File: src/rtl/filtro_sensores.sv
// Input conditioning for the irrigation controller: two-flop synchroniser, per-channel
// stability filter gated by a sample strobe, and water-level code validation with fault latch.
module filtro_sensores #(
  parameter int ESTAVEL_CICLOS = 4,
  parameter int FALHA_CICLOS   = 6
) (
  input  logic       clock,
  input  logic       reset_n,
  input  logic       amostra,
  input  logic       umidadeAr,
  input  logic       umidadeSolo,
  input  logic       temperatura,
  input  logic [2:0] nivelDagua,
  output logic       umidadeArFilt,
  output logic       umidadeSoloFilt,
  output logic       temperaturaFilt,
  output logic [2:0] nivelFilt,
  output logic       falhaSensor,
  output logic       atualizado
);

  localparam logic [3:0] EST_N = 4'(ESTAVEL_CICLOS);
  localparam logic [3:0] FAL_N = 4'(FALHA_CICLOS);

  typedef enum logic [1:0] {
    ESTAVEL,
    CONFIRMANDO,
    INVALIDO
  } estado_t;

  logic [5:0] sync1_q, sync1_d;
  logic [5:0] sync2_q, sync2_d;
  logic [2:0] bin_filt_q, bin_filt_d;
  logic [3:0] bin_cnt_q [3];
  logic [3:0] bin_cnt_d [3];
  estado_t    estado_q, estado_d;
  logic [2:0] nivel_q, nivel_d;
  logic [2:0] cand_q, cand_d;
  logic [3:0] cnt_q, cnt_d;
  logic [3:0] falha_cnt_q, falha_cnt_d;
  logic       falha_q, falha_d;
  logic       atualizado_q, atualizado_d;

  logic [2:0] smp_nivel;
  logic       smp_valido;
  logic       trata_valido;

  // Thermometer level codes: only contiguous ones from the bottom are physical.
  function automatic logic nivel_valido(input logic [2:0] c);
    return (c == 3'b000) || (c == 3'b001) || (c == 3'b011) || (c == 3'b111);
  endfunction

  always_comb begin
    sync1_d = {nivelDagua, temperatura, umidadeSolo, umidadeAr};
    sync2_d = sync1_q;
  end

  assign smp_nivel  = sync2_q[5:3];
  assign smp_valido = nivel_valido(smp_nivel);

  always_comb begin
    bin_filt_d = bin_filt_q;
    for (int i = 0; i < 3; i++) begin
      bin_cnt_d[i] = bin_cnt_q[i];
      if (amostra) begin
        if (sync2_q[i] == bin_filt_q[i]) begin
          bin_cnt_d[i] = '0;
        end else if (bin_cnt_q[i] + 4'd1 == EST_N) begin
          bin_filt_d[i] = sync2_q[i];
          bin_cnt_d[i]  = '0;
        end else begin
          bin_cnt_d[i] = bin_cnt_q[i] + 4'd1;
        end
      end
    end
  end

  always_comb begin
    estado_d     = estado_q;
    nivel_d      = nivel_q;
    cand_d       = cand_q;
    cnt_d        = cnt_q;
    falha_cnt_d  = falha_cnt_q;
    falha_d      = falha_q;
    trata_valido = 1'b0;
    if (amostra) begin
      case (estado_q)
        CONFIRMANDO: begin
          if (!smp_valido) begin
            estado_d    = INVALIDO;
            cnt_d       = '0;
            falha_cnt_d = 4'd1;
            if (FAL_N == 4'd1) falha_d = 1'b1;
          end else if (smp_nivel == cand_q) begin
            if (cnt_q + 4'd1 == EST_N) begin
              nivel_d  = cand_q;
              falha_d  = 1'b0;
              cnt_d    = '0;
              estado_d = ESTAVEL;
            end else begin
              cnt_d = cnt_q + 4'd1;
            end
          end else if (smp_nivel == nivel_q) begin
            estado_d = ESTAVEL;
            cnt_d    = '0;
          end else begin
            cand_d = smp_nivel;
            cnt_d  = 4'd1;
          end
        end
        INVALIDO: begin
          if (!smp_valido) begin
            if (falha_cnt_q < FAL_N) falha_cnt_d = falha_cnt_q + 4'd1;
            if (falha_cnt_d == FAL_N) falha_d = 1'b1;
          end else begin
            falha_cnt_d  = '0;
            trata_valido = 1'b1;
          end
        end
        default: begin
          if (!smp_valido) begin
            estado_d    = INVALIDO;
            cnt_d       = '0;
            falha_cnt_d = 4'd1;
            if (FAL_N == 4'd1) falha_d = 1'b1;
          end else begin
            trata_valido = 1'b1;
          end
        end
      endcase
      // A valid sample seen from rest (or right after bad codes) starts a fresh confirmation.
      if (trata_valido) begin
        if (smp_nivel == nivel_q) begin
          estado_d = ESTAVEL;
          cnt_d    = '0;
        end else if (EST_N == 4'd1) begin
          nivel_d  = smp_nivel;
          falha_d  = 1'b0;
          estado_d = ESTAVEL;
          cnt_d    = '0;
        end else begin
          cand_d   = smp_nivel;
          cnt_d    = 4'd1;
          estado_d = CONFIRMANDO;
        end
      end
    end
  end

  // Fault-flag transitions alone never pulse atualizado.
  assign atualizado_d = (bin_filt_d != bin_filt_q) || (nivel_d != nivel_q);

  always_ff @(posedge clock) begin
    if (!reset_n) begin
      sync1_q      <= '0;
      sync2_q      <= '0;
      bin_filt_q   <= '0;
      for (int i = 0; i < 3; i++) bin_cnt_q[i] <= '0;
      estado_q     <= ESTAVEL;
      nivel_q      <= '0;
      cand_q       <= '0;
      cnt_q        <= '0;
      falha_cnt_q  <= '0;
      falha_q      <= 1'b0;
      atualizado_q <= 1'b0;
    end else begin
      sync1_q      <= sync1_d;
      sync2_q      <= sync2_d;
      bin_filt_q   <= bin_filt_d;
      for (int i = 0; i < 3; i++) bin_cnt_q[i] <= bin_cnt_d[i];
      estado_q     <= estado_d;
      nivel_q      <= nivel_d;
      cand_q       <= cand_d;
      cnt_q        <= cnt_d;
      falha_cnt_q  <= falha_cnt_d;
      falha_q      <= falha_d;
      atualizado_q <= atualizado_d;
    end
  end

  assign umidadeArFilt   = bin_filt_q[0];
  assign umidadeSoloFilt = bin_filt_q[1];
  assign temperaturaFilt = bin_filt_q[2];
  assign nivelFilt       = nivel_q;
  assign falhaSensor     = falha_q;
  assign atualizado      = atualizado_q;

endmodule

File: config.mk
export PLATFORM = sky130hd
export DESIGN_NAME = filtro_sensores
export DESIGN_NICKNAME = d
export VERILOG_FILES = /design/src/rtl/filtro_sensores.sv
export SDC_FILE = /design/constraint.sdc
export NUM_CORES = 1
export LEC_CHECK = 0
export ABC_AREA = 0
export CAP_MARGIN = 20
export CORE_MARGIN = 3
export CORE_UTILIZATION = 50
export DETAILED_ROUTE_END_ITERATION = 7
export PLACE_DENSITY = 0.7
export SLEW_MARGIN = 15
export SYNTH_ARGS = -nofsm -noshare
export SYNTH_HDL_FRONTEND = slang
export SYNTH_SLANG_ARGS = --single-unit
export TNS_END_PERCENT = 20
File: constraint.sdc
create_clock -name clock -period 2.27 [get_ports clock]
set_input_delay 0.454 -clock clock [delete_from_list [all_inputs] [get_ports clock]]
set_output_delay 0.454 -clock clock [all_outputs]
set_load 0.01 [all_outputs]
==> results of run 1 <==
[area by class of cell]
type | count | area, um2
Inverter | 3 | 11.3
Multi-Input combinational cell | 204 | 1290
Sequential cell | 45 | 901
Clock buffer | 6 | 72.6
Fill cell | 383 | 1610
Timing Repair Buffer | 22 | 205
Clock inverter | 2 | 15.0
Tap cell | 50 | 62.6
[final timing paths]
kind | end | slack, ns
worst min-delay path | sync2_q[5] | 0.44
worst min register to register | sync2_q[5] | 0.44
worst max register to register | nivelFilt[0] | 0.38
worst max-delay path | nivelFilt[0] | 0.38
[synth_stat cells, drive strengths merged (2+ instances only)]
| cell | number | share of area |
|---|---|---|
| inv | 3 | 0.0050 |
| and2 | 14 | 0.040 |
| nor3b | 3 | 0.010 |
| buf | 3 | 0.0083 |
| clkbuf | 10 | 0.017 |
| a211oi | 3 | 0.012 |
| mux2i | 6 | 0.027 |
| or3 | 2 | 0.0055 |
| a22oi | 2 | 0.0066 |
| o21ai | 12 | 0.027 |
| and3b | 2 | 0.0077 |
| nand2 | 34 | 0.056 |
| ha | 7 | 0.039 |
| xor2 | 7 | 0.027 |
| nand3b | 2 | 0.0066 |
| and3 | 3 | 0.0083 |
| o31ai | 4 | 0.013 |
| nand3 | 16 | 0.035 |
| nor2 | 16 | 0.027 |
| nand2b | 4 | 0.014 |
| nor2b | 6 | 0.017 |
| nor3 | 2 | 0.0044 |
| nand4b | 3 | 0.012 |
| dfxtp | 45 | 0.40 |
| nand4 | 2 | 0.0055 |
| xnor2 | 9 | 0.035 |
| a21boi | 2 | 0.0066 |
| a21oi | 25 | 0.057 |
| nor4 | 3 | 0.0083 |
[worst max-delay path: stages (launching register included)]
cell,delay (ns)
dfxtp_1,0.38
ha_1,0.20
nor3b_1,0.37
nand2_1,0.08
or3_1,0.50
mux2i_1,0.19
nor2_1,0.05
[flip-flops by register name (all words and copies together), names as in the netlist]
| register | count |
|---|---|
| nivelFilt | 3 |
| sync2_q | 6 |
| atualizado | 1 |
| falhaSensor | 1 |
| estado_q | 2 |
| cnt_q | 4 |
| bin_filt_q | 3 |
| falha_cnt_q | 4 |
| bin_cnt_q | 12 |
| cand_q | 3 |
| sync1_q | 6 |
[power by group]
| group | leakage (nW) | switching [mW] | internal (mW) |
|---|---|---|---|
| Sequential | 0.366 | 0.0157 | 0.806 |
| Combinational | 0.607 | 0.0662 | 0.0533 |
| Clock | 0.0374 | 0.278 | 0.217 |
[cell families (layout without fill, tap and decap cells)]
logic type	count (synthesis)	count (layout)	synth area share
adders and majority gates	7	7	0.0387
and+or+nand+nor	117	117	0.283
buffers and inverters	16	33	0.0299
xor gates and xnor gates	16	16	0.0620
AOI/OAI and AO/OA	57	57	0.157
muxes	7	7	0.0315
DFF	45	45	0.398
[per-stage QoR]
stage / instances / hold WS (ns) / setup slack, ns
6_report: 332 / 0.437 / 0.381
5_1_grt: 332 / 0.447 / 0.223
4_1_cts: 332 / 0.441 / 0.375
3_3_place_gp: 324 / 0.413 / 0.265
2_1_floorplan: 265 / 0.406 / 0.523
3_5_place_dp: 324 / 0.418 / 0.225
[metal layers]
layer	vias up	GRT usage	routed length, um	part of all wire
met2	36	0.275	2010	0.45
li1	961	-	-	-
met4	0	0.0717	63	0.014
met5	-	0	0	0
met1	845	0.249	2190	0.49
met3	5	0.0372	178	0.040
==> summary.txt, run 1 <==
Yosys
  • Post-synth EDFFs: 0
  • Synth unique cells: 51
  • Prevailing post-synth register cell: dfxtp_1
  • Syn avg cell area: approximately 8.5 um2
  • Seq/Total Area, Yosys: 0.398
  • Ys Warns: 0
  • Synth Cell Area: roughly 2300 um2
  • Post-synth ARST share: 0
  • Syn nets: between 200 and 300
  • Synthesized instance count: about 270
  • FF+latch count, synth: 45

Placed design
  • Number of buffers added on ports: 16
  • RD Place Congestion: ~0.86
  • Detailed Place HPWL: approximately 3.1 mm
  • DP Area: around 2500 um2

Finish
  • Final #Nets: ~300
  • Final Util: 0.613
  • N_diodes: 0
  • Most common cell after layout, fill and taps aside: dfxtp_1
  • Layout cell share with drive strength beyond 1: 0.0709
  • Final Cell Area: around 2600 um2
  • Most frequent cells in the layout: 45 x dfxtp_1, 34 x nand2_1, 24 x a21oi_1
  • P&R area growth vs syn: 13.2%

Global routing
  • Initial antenna violation count: 0
  • Vias in the first global route: 1653
  • First-pass GRT wire length: between 7 and 8 mm
  • Global route overflow: 0
  • Largest net degree at the start of global routing: 31
  • GRT Total Usage: 0.181

Critical path
  • RR Startpoint: cnt_q[0]
  • Worst setup SP type: flip-flop
  • CP Data Required Time: between 2 and 2.5 ns
  • WP data arrival: 2.07 ns
  • CP max FO: 5
  • Crit end category: flip-flop
  • Worst setup path startpoint: cnt_q[0]
  • CP Class: reg2reg
  • Cell count of the worst reg-to-reg path: 6

Routing
  • Initial DRC count: 85
  • DRC Markers: 0
  • Antenna-violating nets left: 0
  • Initial DRT Pass Iterations: 4
  • Final wirelength: 4.44 mm
  • DR vias: ~1800
  • Via/cell ratio: about 5.6
  • Per-cell routed wire length: 13.4 um

Floorplanning
  • Die Wd: around 73 um
  • Die area: around 5400 um2
  • Initial Util: 0.542
  • # IOs: 17
  • Row cnt: 23
  • Core area: approximately 4200 um2
  • Die Span Y: about 73 um

Power and ir drop
  • Worst vdd ir: between 0.5 and 0.6 mV
  • Power density cells: between 500 and 600 nW/um2
  • Total Power: approximately 1.4 mW
  • Static leakage: between 1 and 1.5 nW

Timing
  • Highest clock rate: about 0.53 GHz
  • Worst-margin pin slew: about 0.5 ns
  • Slew headroom: 0.672
  • Layout Skew: between 0.006 and 0.007 ns
  • Final Hold Viols: 0
  • Setup TNS: 0 ns
  • Fin. max-slew vios: 0
  • Final setup viols: 0
  • Tcrit/Tclk final: 0.832
  • RSZ-0062 raised after global routing: no
  • Tmin final: between 1.5 and 2 ns

Hold path
  • Hold Path Stages: 1
  • Hold Crit Start: sync1_q[5]
  • Worst min path class: reg2reg

Clocking
  • Post-cts repair resize count: 0
  • CTS tree: yes
  • Register clock-pin slew on the reported worst setup and hold paths: ~0.090 ns
  • Hold_buf cts: 0
  • Max clock buf depth: 2
  • Post-CTS setup buffer count: 0
  • Cts bufs inserted: 5
  • CTS H-Tree Depth: 2
  • Worst skew pair latency: around 0.30 ns
  • CTS Sinks: 45
  • Root Driver: clkbuf_8

Flow run
  • Maxcap violations: 0

Status
  • Status: finished clean
No activity file was read; power rests on OpenSTA's default activity.
==> run 2: changes to the inputs <==
--- a/config.mk
+++ b/config.mk
@@ -10,7 +10,7 @@
 export CORE_MARGIN = 3
 export CORE_UTILIZATION = 50
 export DETAILED_ROUTE_END_ITERATION = 7
-export PLACE_DENSITY = 0.7
+export PLACE_DENSITY = 0.73
 export SLEW_MARGIN = 15
 export SYNTH_ARGS = -nofsm -noshare
 export SYNTH_HDL_FRONTEND = slang
==> constraint.sdc (replaced) <==
create_clock -name clock -period 1.6 [get_ports clock]
set_input_delay 0.32 -clock clock [delete_from_list [all_inputs] [get_ports clock]]
set_output_delay 0.32 -clock clock [all_outputs]
set_load 0.01 [all_outputs]
==> summary.txt, run 2 (same netlist as run 1, synthesis figures left out) <==
Hold path
  • Hold Path Sink: sync2_q[0] (was sync2_q[5])
  • Worst min path class: reg2reg (unchanged)
  • Hold Path Stages: 1 (unchanged)
  • Hold Crit Start: sync1_q[0] (was sync1_q[5])

Global routing
  • Global route overflow: 0 (unchanged)
  • GRT Total Usage: 0.209 (was 0.181)
  • First-pass GRT wire length: 8.83 mm (was 7.59 mm)
  • Initial antenna violation count: 0 (unchanged)
  • Largest net degree at the start of global routing: 31 (unchanged)
  • Vias in the first global route: 1967 (was 1653)

Clocking
  • CTS H-Tree Depth: 2 (unchanged)
  • Register clock-pin slew on the reported worst setup and hold paths: 0.08 ns (was 0.09 ns)
  • Hold_buf cts: 0 (unchanged)
  • Root Driver: clkbuf_8 (unchanged)
  • Max clock buf depth: 2 (unchanged)
  • Worst skew pair latency: 0.30 ns (about the same)
  • CTS Sinks: 45 (unchanged)
  • CTS tree: yes (unchanged)
  • Cts bufs inserted: 5 (unchanged)

Routing
  • Initial DRT Pass Iterations: 4 (unchanged)
  • Antenna-violating nets left: 0 (unchanged)
  • Via/cell ratio: 5.55 (was 5.56)
  • DR vias: 2083 (was 1847)
  • Per-cell routed wire length: 13.9 um (was 13.4 um)
  • Initial DRC count: 122 (was 85)
  • DRC Markers: 0 (unchanged)
  • Final wirelength: 5.21 mm (was 4.44 mm)

Timing
  • Layout Skew: 0.00603 ns (was 0.00624 ns)
  • Tmin final: 1.74 ns (was 1.89 ns)
  • Worst hold slack: 0.434 ns (was 0.437 ns)
  • Worst-margin pin slew: 0.463 ns (was 0.488 ns)
  • RSZ-0062 raised after global routing: yes (was no)
  • Final setup viols: 5 (was 0)
  • Fin. max-slew vios: 0 (unchanged)
  • Tcrit/Tclk final: 1.09 (was 0.832)
  • Highest clock rate: 0.573 GHz (was 0.529 GHz)
  • Fin worst setup slack: -0.144 ns (was 0.381 ns)
  • Final Hold Viols: 0 (unchanged)
  • Slew headroom: 0.691 (was 0.672)

Status
  • Status: complete, but fails checks (was finished clean)
  • Failing checks: setup timing

Critical path
  • CP Data Required Time: 1.84 ns (was 2.45 ns)
  • Worst setup SP type: flip-flop (unchanged)
  • Cell count of the worst reg-to-reg path: 5 (was 6)
  • RR Startpoint: falha_cnt_q[1] (was cnt_q[0])
  • Worst path cell trace: ha_4, and4bb_4, or4_4, or3_4, a21oi_2 (was ha_1, nor3b_1, nand2_1, or3_1, mux2i_1, nor2_1)
  • CP max FO: 2 (was 5)
  • Reg2Reg Setup Slack: -0.14 ns (was 0.38 ns)
  • CP max-delay cell: or4_4 (was or3_1)
  • CP Buf/Inv Count: 0 (unchanged)
  • Slowest cell delay on critical path: 0.51 ns (was 0.50 ns)
  • WP data arrival: 1.98 ns (was 2.07 ns)
  • CP Class: reg2reg (unchanged)
  • Largest delay share family, worst path: simple AND/OR/NAND/NOR gates (unchanged)
  • Crit end category: flip-flop (unchanged)
  • Crit Reg-Reg Endpoint: falhaSensor (was nivelFilt[0])

Finish
  • Most flop-heavy register: bin_cnt_q (unchanged)
  • Final Cell Area: 3030 um2 (was 2560 um2)
  • Layout Cells excl Fill: 375 (was 332)
  • P&R area growth vs syn: 34.1% (was 13.2%)
  • N_diodes: 0 (unchanged)
  • # fillers: 306 (was 383)
  • Final Util: 0.727 (was 0.613)
  • Max reg flops: 12 (unchanged)
  • Biggest regs: bin_cnt_q x12, sync1_q x6, sync2_q x6 (unchanged)
  • Most frequent cells in the layout: 47 x buf_4, 33 x nand2_1, 31 x dfxtp_1 (was 45 x dfxtp_1, 34 x nand2_1, 24 x a21oi_1)
  • Final #Nets: 340 (was 297)
  • Layout cell share with drive strength beyond 1: 0.280 (was 0.0709)
  • Most common cell after layout, fill and taps aside: buf_4 (was dfxtp_1)

Floorplanning
  • Core area: 4170 um2 (unchanged)
  • Die Wd: 73.2 um (unchanged)
  • # IOs: 17 (unchanged)
  • Die Span Y: 73.2 um (unchanged)
  • Initial Util: 0.542 (unchanged)
  • Die area: 5360 um2 (unchanged)
  • Row cnt: 23 (unchanged)

Power and ir drop
  • Static leakage: 1.32 nW (was 1.01 nW)
  • Worst vdd ir: 0.627 mV (was 0.528 mV)
  • Power density cells: 756 nW/um2 (was 561 nW/um2)
  • Total Power: 2.29 mW (was 1.44 mW)

Placed design
  • Number of buffers added on ports: 16 (unchanged)
  • Detailed Place HPWL: 3.65 mm (was 3.11 mm)
  • # placed instances: 361 (was 324)
  • DP Area: 2770 um2 (was 2470 um2)
  • RD Place Congestion: 0.835 (was 0.859)

Flow run
  • Maxcap violations: 0 (unchanged)
run 2: how the worst max path moves through the flow:
stage | cells after the start | startpoint | to | slack [ns]
2_1_floorplan | 5 | falha_cnt_q[0] | falhaSensor | -0.13
3_3_place_gp | 5 | amostra | falhaSensor | -0.23
3_5_place_dp | 5 | amostra | falhaSensor | -0.26
4_1_cts | 5 | falha_cnt_q[1] | falhaSensor | -0.19
5_1_grt | 5 | falha_cnt_q[1] | falhaSensor | -0.18
6_report | 5 | falha_cnt_q[1] | falhaSensor | -0.14
run 2: report_power, final:
group | switching [mW] | leakage [nW] | internal, mW
clock | 0.379 | 0.0585 | 0.509
combinational | 0.120 | 0.893 | 0.122
sequential | 0.0174 | 0.373 | 1.14
run 2: timing repair:
action,CTS,global route
pin swaps,7,9
resized for setup,22,12
hold endpoints to repair,0,0
setup endpoints to repair,15,17
buffers inserted,3,3
run 2: area by class of cell:
| cell class | count | area (um2) | share of cell area |
|---|---|---|---|
| tap | 50 | 62.6 | 0.0206 |
| inverter | 3 | 11.3 | 0.00371 |
| timing repair buffer | 65 | 547 | 0.180 |
| clock buffer | 7 | 86.3 | 0.0285 |
| sequential | 45 | 921 | 0.304 |
| clock inverter | 1 | 30.0 | 0.00991 |
| multi-input combinational | 204 | 1370 | 0.453 |
run 2: routing by layer:
metal	up-vias	routed length, um	global-route usage
met5	-	0	0
met4	0	46	0.0553
met3	5	182	0.0427
met2	37	2600	0.361
met1	988	2370	0.263
li1	1053	-	-
run 2: through the flow:
step                setup slack, ns  TNS (ns)
floorplan                    -0.126    -0.723
global placement             -0.234     -1.51
detailed placement           -0.261     -1.83
CTS                          -0.188    -0.218
global route                 -0.182    -0.851
finish                       -0.144    -0.193
